--- config.mk ---
export PLATFORM = sky130hd
export DESIGN_NAME = arinc_tx_scheduler
export DESIGN_NICKNAME = d
export VERILOG_FILES = /design/src/rtl/arinc_sched_pkg.sv /design/src/rtl/arinc_rr_arbiter.sv /design/src/rtl/arinc_tx_scheduler.sv
export SDC_FILE = /design/constraint.sdc
export NUM_CORES = 1
export LEC_CHECK = 0
export ABC_AREA = 1
export BUFFER_PORTS_ARGS = -buffer_cell sky130_fd_sc_hd__buf_2
export CORE_ASPECT_RATIO = 0.7
export CORE_MARGIN = 10
export CORE_UTILIZATION = 45
export DETAILED_ROUTE_END_ITERATION = 8
export PLACE_DENSITY_LB_ADDON = 0.08
export SLEW_MARGIN = 30
export SYNTH_ARGS = -nofsm -noshare
export SYNTH_HDL_FRONTEND = slang
export SYNTH_SLANG_ARGS = --single-unit
--- constraint.sdc ---
create_clock -name clk -period 3 [get_ports clk]
set_input_delay 0.15 -clock clk [delete_from_list [all_inputs] [get_ports clk]]
set_output_delay 0.15 -clock clk [all_outputs]
set_load 0.03 [all_outputs]
--- src/rtl/arinc_sched_pkg.sv ---
// Shared types and constants for the ARINC-429 periodic TX label scheduler.
package arinc_sched_pkg;

    typedef enum logic [1:0] {IDLE, ISSUE, SETTLE} state_e;

    localparam logic CFG_WORD   = 1'b0;
    localparam logic CFG_PERIOD = 1'b1;

    localparam int unsigned PERIOD_W = 16;

endpackage

--- src/rtl/arinc_rr_arbiter.sv ---
// Round-robin grant: first asserted request at or after ptr, wrapping past the top.
module arinc_rr_arbiter #(
    parameter int unsigned N = 8,
    localparam int unsigned IW = $clog2(N)
) (
    input  logic [N-1:0]  req,
    input  logic [IW-1:0] ptr,
    output logic          gnt_valid,
    output logic [IW-1:0] gnt_idx
);

    logic [IW-1:0] idx;

    // N is a power of two, so the IW-bit add wraps naturally.
    always_comb begin
        gnt_valid = 1'b0;
        gnt_idx   = ptr;
        idx       = '0;
        for (int unsigned k = 0; k < N; k++) begin
            idx = ptr + IW'(k);
            if (!gnt_valid && req[idx]) begin
                gnt_valid = 1'b1;
                gnt_idx   = idx;
            end
        end
    end

endmodule

--- src/rtl/arinc_tx_scheduler.sv ---
// Periodic label scheduler for one ARINC-429 TX channel: per-entry ms countdowns raise
// pending requests that a round-robin FSM pushes into the transmitter FIFO.
module arinc_tx_scheduler
    import arinc_sched_pkg::*;
#(
    parameter int unsigned ENTRIES        = 8,
    parameter int unsigned INPUTFREQUENCY = 62_500_000,
    parameter int unsigned TICK_CYCLES    = INPUTFREQUENCY / 1000
) (
    input  logic                       clk,
    input  logic                       reset,
    input  logic                       enable,
    input  logic                       cfg_we,
    input  logic                       cfg_sel,
    input  logic [$clog2(ENTRIES)-1:0] cfg_addr,
    input  logic [31:0]                cfg_wdata,
    input  logic [ENTRIES-1:0]         ovr_clr,
    input  logic                       tx_full,
    output logic                       tx_wr,
    output logic [31:0]                tx_data,
    output logic [ENTRIES-1:0]         overrun,
    output logic                       IRQ
);

    localparam int unsigned AW = $clog2(ENTRIES);
    localparam int unsigned PW = (TICK_CYCLES > 1) ? $clog2(TICK_CYCLES) : 1;

    logic [PW-1:0]       presc_q;
    logic                tick;

    logic [31:0]         word_q   [ENTRIES];
    logic [PERIOD_W-1:0] period_q [ENTRIES];
    logic [PERIOD_W-1:0] cnt_q    [ENTRIES];
    logic [ENTRIES-1:0]  pending_q;
    logic [ENTRIES-1:0]  overrun_q;

    logic [ENTRIES-1:0]  word_wr;
    logic [ENTRIES-1:0]  period_wr;
    logic [ENTRIES-1:0]  expire;
    logic [ENTRIES-1:0]  grant;
    logic [ENTRIES-1:0]  ovr_set;

    state_e              state_q;
    logic [AW-1:0]       rr_q;
    logic                gnt_valid;
    logic [AW-1:0]       gnt_idx;
    logic                take;

    // 1 ms prescaler; held at zero while stopped so a restart gives a full first tick.
    assign tick = enable && (presc_q == PW'(TICK_CYCLES - 1));

    always_ff @(posedge clk) begin
        if (reset) begin
            presc_q <= '0;
        end else if (!enable || tick) begin
            presc_q <= '0;
        end else begin
            presc_q <= presc_q + 1'b1;
        end
    end

    arinc_rr_arbiter #(
        .N (ENTRIES)
    ) u_arb (
        .req       (pending_q),
        .ptr       (rr_q),
        .gnt_valid (gnt_valid),
        .gnt_idx   (gnt_idx)
    );

    assign take = (state_q == IDLE) && enable && !tx_full && gnt_valid;

    always_comb begin
        word_wr   = '0;
        period_wr = '0;
        expire    = '0;
        grant     = '0;
        for (int i = 0; i < ENTRIES; i++) begin
            word_wr[i]   = cfg_we && (cfg_sel == CFG_WORD) && (cfg_addr == AW'(i));
            period_wr[i] = cfg_we && (cfg_sel == CFG_PERIOD) && (cfg_addr == AW'(i));
            expire[i]    = tick && (period_q[i] != '0) && (cnt_q[i] <= PERIOD_W'(1));
            grant[i]     = take && (gnt_idx == AW'(i));
        end
    end

    // A request landing on an entry being granted this cycle is a fresh request, not an overrun.
    assign ovr_set = expire & pending_q & ~grant & ~period_wr;

    always_ff @(posedge clk) begin
        if (reset) begin
            for (int i = 0; i < ENTRIES; i++) begin
                word_q[i]   <= '0;
                period_q[i] <= '0;
                cnt_q[i]    <= '0;
            end
            pending_q <= '0;
            overrun_q <= '0;
        end else begin
            overrun_q <= (overrun_q & ~ovr_clr) | ovr_set;
            for (int i = 0; i < ENTRIES; i++) begin
                if (word_wr[i]) begin
                    word_q[i] <= cfg_wdata;
                end
                if (period_wr[i]) begin
                    period_q[i]  <= cfg_wdata[PERIOD_W-1:0];
                    cnt_q[i]     <= cfg_wdata[PERIOD_W-1:0];
                    pending_q[i] <= 1'b0;
                end else if (period_q[i] == '0) begin
                    cnt_q[i]     <= '0;
                    pending_q[i] <= 1'b0;
                end else if (!enable) begin
                    pending_q[i] <= 1'b0;
                end else if (expire[i]) begin
                    cnt_q[i]     <= period_q[i];
                    pending_q[i] <= 1'b1;
                end else begin
                    if (tick) begin
                        cnt_q[i] <= cnt_q[i] - 1'b1;
                    end
                    if (grant[i]) begin
                        pending_q[i] <= 1'b0;
                    end
                end
            end
        end
    end

    always_ff @(posedge clk) begin
        if (reset) begin
            state_q <= IDLE;
            tx_wr   <= 1'b0;
            tx_data <= '0;
            rr_q    <= '0;
        end else begin
            case (state_q)
                IDLE: begin
                    tx_wr <= 1'b0;
                    if (take) begin
                        tx_data <= word_q[gnt_idx];
                        rr_q    <= gnt_idx + 1'b1;
                        tx_wr   <= 1'b1;
                        state_q <= ISSUE;
                    end
                end
                ISSUE: begin
                    tx_wr   <= 1'b0;
                    state_q <= SETTLE;
                end
                SETTLE: begin
                    tx_wr   <= 1'b0;
                    state_q <= IDLE;
                end
                default: begin
                    tx_wr   <= 1'b0;
                    state_q <= IDLE;
                end
            endcase
        end
    end

    assign overrun = overrun_q;
    assign IRQ     = |overrun_q;

endmodule

Yosys cells after proc, flatten, opt, wreduce, memory -nomap -nowiden. Memories as Yosys holds them, arrays and structs flattened. A register that Yosys moved wholly into a read port is not among the register bits. Index checks and enable logic that the tools add are counted. Widths: inputs -> output; s select.

Eq/ne operators: 17. Multiplexer cells: 277. Reduce and logical (&&, ||, !) cells: 102. Magnitude comparators: 16. Add/subtract/negate cells: 17. Bitwise gates (word level): 59.

Operator list (count): $mux 16 (40); $mux 32 (8); $mux 1 (212); $le 16x1->1 const B (8); $logic_not 16->1 (8); $reduce_bool 16->1 (8); $sub 16x1->16 const B (8); $logic_and 1x1->1 (53); $or 1x1->1 (48); $and 8x8->8 (4); $lt 3x4->1 const B (8); $reduce_or 4->1 (8); $bmux 1 s3 (8); $eq 3x3->1 const B (8); $not 8->8 (3); $mux 3 (7); $add 16x1->16 const B (1); $eq 16x16->1 const B (1); $reduce_bool 2->1 (8); $add 3x3->3 const B (4); $eq 3x2->1 const B (4); $logic_not 1->1 (9); $or 8x8->8 (1); $reduce_or 8->1 (1); 13 further kinds (20).

Output and inout port bits: 42. Input bits: 49. Word-level logic and storage cells: 504. RAM bits: 512. Memories: 3. Bits in registers: 38.

Memories: word_q (depth 8, bits a word 32, read ports 1, clocked after memory_dff 1, wr ports 8, RTL line arinc_tx_scheduler.sv:31) `logic [31:0] word_q [ENTRIES];`; cnt_q (depth 8, bits a word 16, read ports 8, clocked after memory_dff 0, wr ports 8, RTL line arinc_tx_scheduler.sv:33) `logic [PERIOD_W-1:0] cnt_q [ENTRIES];`; period_q (depth 8, bits a word 16, read ports 8, clocked after memory_dff 0, wr ports 8, RTL line arinc_tx_scheduler.sv:32) `logic [PERIOD_W-1:0] period_q [ENTRIES];`.

Depth between registers and ports, before layout.
Depth after elaboration: 30. Mapped depth: 26.

Modules after synthesis. From an unflattened synthesis, not the netlist that was laid out.

Cell total of the unflattened synthesis: 3473. Area total of the unflattened synthesis: 30337.8 um^2.

Modules (own cells, without submodules): arinc_tx_scheduler (sequential area each 16776.1 um^2, instances 1, area each 29567.1 um^2, cells an instance 3333); arinc_rr_arbiter (sequential area each 0.0 um^2, instances 1, area each 770.7 um^2, cells an instance 140).

Least setup slack after synthesis. Ideal clock, no wire load.

Path kind: input port to flip-flop. Start: input port cfg_addr[1]. End: memory word_q[6][0], enable pin. Stages on the path: 3. Setup time: 0.466 ns. Data required time: 2.534 ns. Setup slack: -0.291 ns. Arrival time: 2.825 ns. Cells stage by stage: clkbuf_1 -> nand3_1 -> o21ai_0.

RTL lines: start, declared (RTL line arinc_tx_scheduler.sv:15) `input logic [$clog2(ENTRIES)-1:0] cfg_addr,`; end, declared (RTL line arinc_tx_scheduler.sv:31).

Worst setup path after layout.
Start: register rr_q[1]. End: register tx_data[14], read port of word_q.

Cells in the longest elaborated chain, start to end: 26. Elaborated cells on any way between the ends: 54.

RTL lines: start, declared (RTL line arinc_tx_scheduler.sv:44) `logic [AW-1:0] rr_q;`; start signal, assigned (RTL line arinc_tx_scheduler.sv:140) `rr_q <= gnt_idx + 1'b1;`; parallel branches: the longest is 26 deep, another holds $add 3x1->3; end, declared (RTL line arinc_tx_scheduler.sv:20) `output logic [31:0] tx_data,`.

Several ways; the timed one is not identified. The select of a mux whose other input is x is not followed. A chain may end at the register's enable or synchronous reset.

==> results.sh <==
export IMPL_status="finished, final reports clean"
export IMPL_drc=0
export IMPL_fp_dieH_um=235
export IMPL_synth_edf_count=512
export IMPL_design_area_um2=35600
export IMPL_ys_flop_type="edfxtp_1"
export IMPL_cp_end_kind="flop"
export IMPL_grt_pass1_vias=24000
export IMPL_finalMaxSlewViolations=0
export IMPL_core_area_um2=65000
export IMPL_io_buffer_count=90
export IMPL_worstPathRequired_ps=3550
export IMPL_pin_count=91
export IMPL_die_w_um=327
export IMPL_die_area_um2=76700
export IMPL_crit_type="reg -> reg"
export IMPL_syn_to_final_growth_pct=20.0
export IMPL_clock_sinks=582
export IMPL_grt_pass1_wl_um=155000
export IMPL_grt_max_degree=52
export IMPL_cts_clk_slew_worst_paths_ps=60
export IMPL_core_rowCount=78
export IMPL_utilization_pct=54.7
export IMPL_hp_class="in -> reg"
export IMPL_powerDensity_nw_per_um2=1040
export IMPL_synth_async_reset_ratio_pct=0
export IMPL_ys_warn_count=0
export IMPL_layout_commonest_cell="nand2_1"
export IMPL_whs_ps=42.6
export IMPL_mostFrequentLayoutCells="901 x nand2_1, 539 x nor2_1, 512 x edfxtp_1"
export IMPL_antenna_found_initial=5
export IMPL_finalPower_w=0.0371
export IMPL_drive_gt1_share_pct=14.9
export IMPL_ys_seq_area_share_pct=56.6
export IMPL_clkLatencyLatePin_ps=650
export IMPL_drt_iter0_markers=3455
export IMPL_overflow=0
export IMPL_htreeDepth=2
export IMPL_start_util_pct=45.6
export IMPL_totalWireLength_um=106000
export IMPL_wl_per_cell_um=23.1
export IMPL_cts_tree="built"
export IMPL_pre_cts_ws_ps=-124
export IMPL_post_route_period_util_pct=99.5
export IMPL_crit_arrival_ps=3530
export IMPL_fin_skew_ps=23.7
export IMPL_vias=25900
export IMPL_synth_nets=3459
export IMPL_cts_buffers=59
export IMPL_max_freq_ghz=0.335
export IMPL_grt_setup_unrepaired="true"
export IMPL_grt_use_total_pct=26.3
export IMPL_ys_types=55
export IMPL_cap_violations=0
export IMPL_yosys_register_bits=582
export IMPL_fin_nets=3720
export IMPL_crit_path_start_kind="flop"
export IMPL_cts_root_buffer="clkbuf_16"
export IMPL_path_max_fanout=22
export IMPL_final_hold_viol_count=0
export IMPL_syn_area_um2=29600
export IMPL_ant_nets=0
export IMPL_worstMarginPinSlew_ps=803
export IMPL_drt_first_pass_iters=5
export IMPL_avgSynthCellArea_um2=8.75
export IMPL_setup_viol=0
export IMPL_hpwl_um=72400
export IMPL_peakVddDrop_mv=1.40
export IMPL_place_gp_congestion=0.953
export IMPL_setup_slack_ps=15.9
export IMPL_drt_vias_per_instance=5.66
export IMPL_post_dp_cell_area_um2=32500
export IMPL_synth_cells=3389
export IMPL_clk_path_buf_depth=3
export IMPL_post_route_min_period_ps=2980
export IMPL_maxSlewHeadroom_pct=46.3
export IMPL_leakage_nw=14.7
path summary, 6_finish.rpt:
| kind | from | end | slack [ps] | cells past startpoint |
|---|---|---|---|---|
| worst min-delay path | cfg_wdata[12] | cnt_q[0][12]$_SDFFCE_PN0P_ | 40 | 3 |
| worst min register to register | state_q[1]$_SDFFE_PP0P_ | state_q[1]$_SDFFE_PP0P_ | 410 | 1 |
| worst max-delay path | rr_q[1]$_SDFFE_PP0P_ | tx_data[14]$_SDFFE_PP0P_ | 20 | 20 |
| worst max register to register | rr_q[1]$_SDFFE_PP0P_ | tx_data[14]$_SDFFE_PP0P_ | 20 | 20 |
critical path, cell delays in order (launching register included):
cell     delay, ps
dfxtp_4        370
inv_4           40
ha_4           290
inv_6          100
nand3_1        110
nand2_2        130
nand2_1        100
o21ai_4         80
nand4_4        110
nor2_4         200
nand4_1        260
buf_4          290
buf_12         190
nand3_1        110
nand2_1         60
nand2_1         60
nand2_1        110
nand3_1        100
nand3_1         70
nand2_1         60
inv_1           30
sequential cells by signal (all words and copies together) (netlist names), 2 cells and up:
name and cells:
presc_q 16, period_q 128, cnt_q 128, tx_data 32, overrun 8, pending_q 8
word_q 256, rr_q 3, state_q 2
cells in the mapped netlist (all sizes together), types with 6 or more instances:
cell type,n,area share (%)
clkbuf,95,1.2
nor3,50,0.84
dfxtp,70,4.7
o21a,6,0.15
nor4,37,0.84
o31ai,6,0.15
inv,265,3.4
nand3b,13,0.33
nand3,235,4.0
a211oi,16,0.41
buf,69,1.4
a21oi,149,2.5
o21ai,117,2.0
nor3b,10,0.25
clkinv,6,0.076
a221oi,55,1.6
nand4,25,0.55
xor2,59,1.8
ha,21,0.89
a31oi,7,0.17
nor2,550,7.1
edfxtp,512,52
xnor2,31,0.92
nand2,951,12
logic make-up (layout without fill, tap and decap cells):
group                      after synthesis  after routing  share of synthesized area, %
other                                    0              2                             0
and+or+nand+nor                       1884           1884                          26.2
AOI/OAI and AO/OA                      377            377                          7.59
adders and majority gates               21             21                         0.887
buffers and inverters                  435            747                          6.01
xor gates and xnor gates                90             90                          2.69
DFF                                    582            582                          56.6
through the flow:
| stage | instances | setup TNS [ps] |
|---|---|---|
| after floorplan | 3389 | -18630 |
| after global placement | 4406 | -213 |
| after detailed placement | 4406 | -1050 |
| after CTS | 4557 | 0 |
| after global routing | 4581 | -3110 |
| final | 4583 | 0 |
report_power, final:
group / internal, W / switching [W] / leakage, nW
Clock: 0.00414 / 0.00330 / 0.933
Sequential: 0.00943 / 0.000363 / 5.55
Combinational: 0.00792 / 0.0120 / 8.23
Total: 0.0215 / 0.0156 / 14.7
cell type report:
| cell class | instances | area, um2 |
|---|---|---|
| flip-flops and latches | 582 | 16800 |
| clock buffers | 81 | 1630 |
| clock inverters | 31 | 265 |
| multi-input cells | 2372 | 11500 |
| repair inverters | 3 | 20.0 |
| inverters | 271 | 1040 |
| diodes | 2 | 5.00 |
| fillers | 5957 | 29400 |
| repair buffers | 361 | 3180 |
| well taps | 880 | 1100 |
layer usage:
metal	share of wire, %	vias up	global-route usage, %	wire [um]
li1	-	11900	-	-
met1	47	12600	41.9	50100
met2	40	1283	36.2	42300
met3	11	155	5.00	11200
met4	2.1	2	5.78	2180
met5	0.012	-	0	13
timing repair:
action                                  4_1_cts  5_1_grt
pin swaps                                     6       35
hold buffers                                 28        0
setup buffers                                 9       17
gates resized for setup                      16      120
gates cloned                                  2        8
endpoints found under the setup margin       37      134
endpoints found under the hold margin        93        0
(Power assumes the default switching activity.)
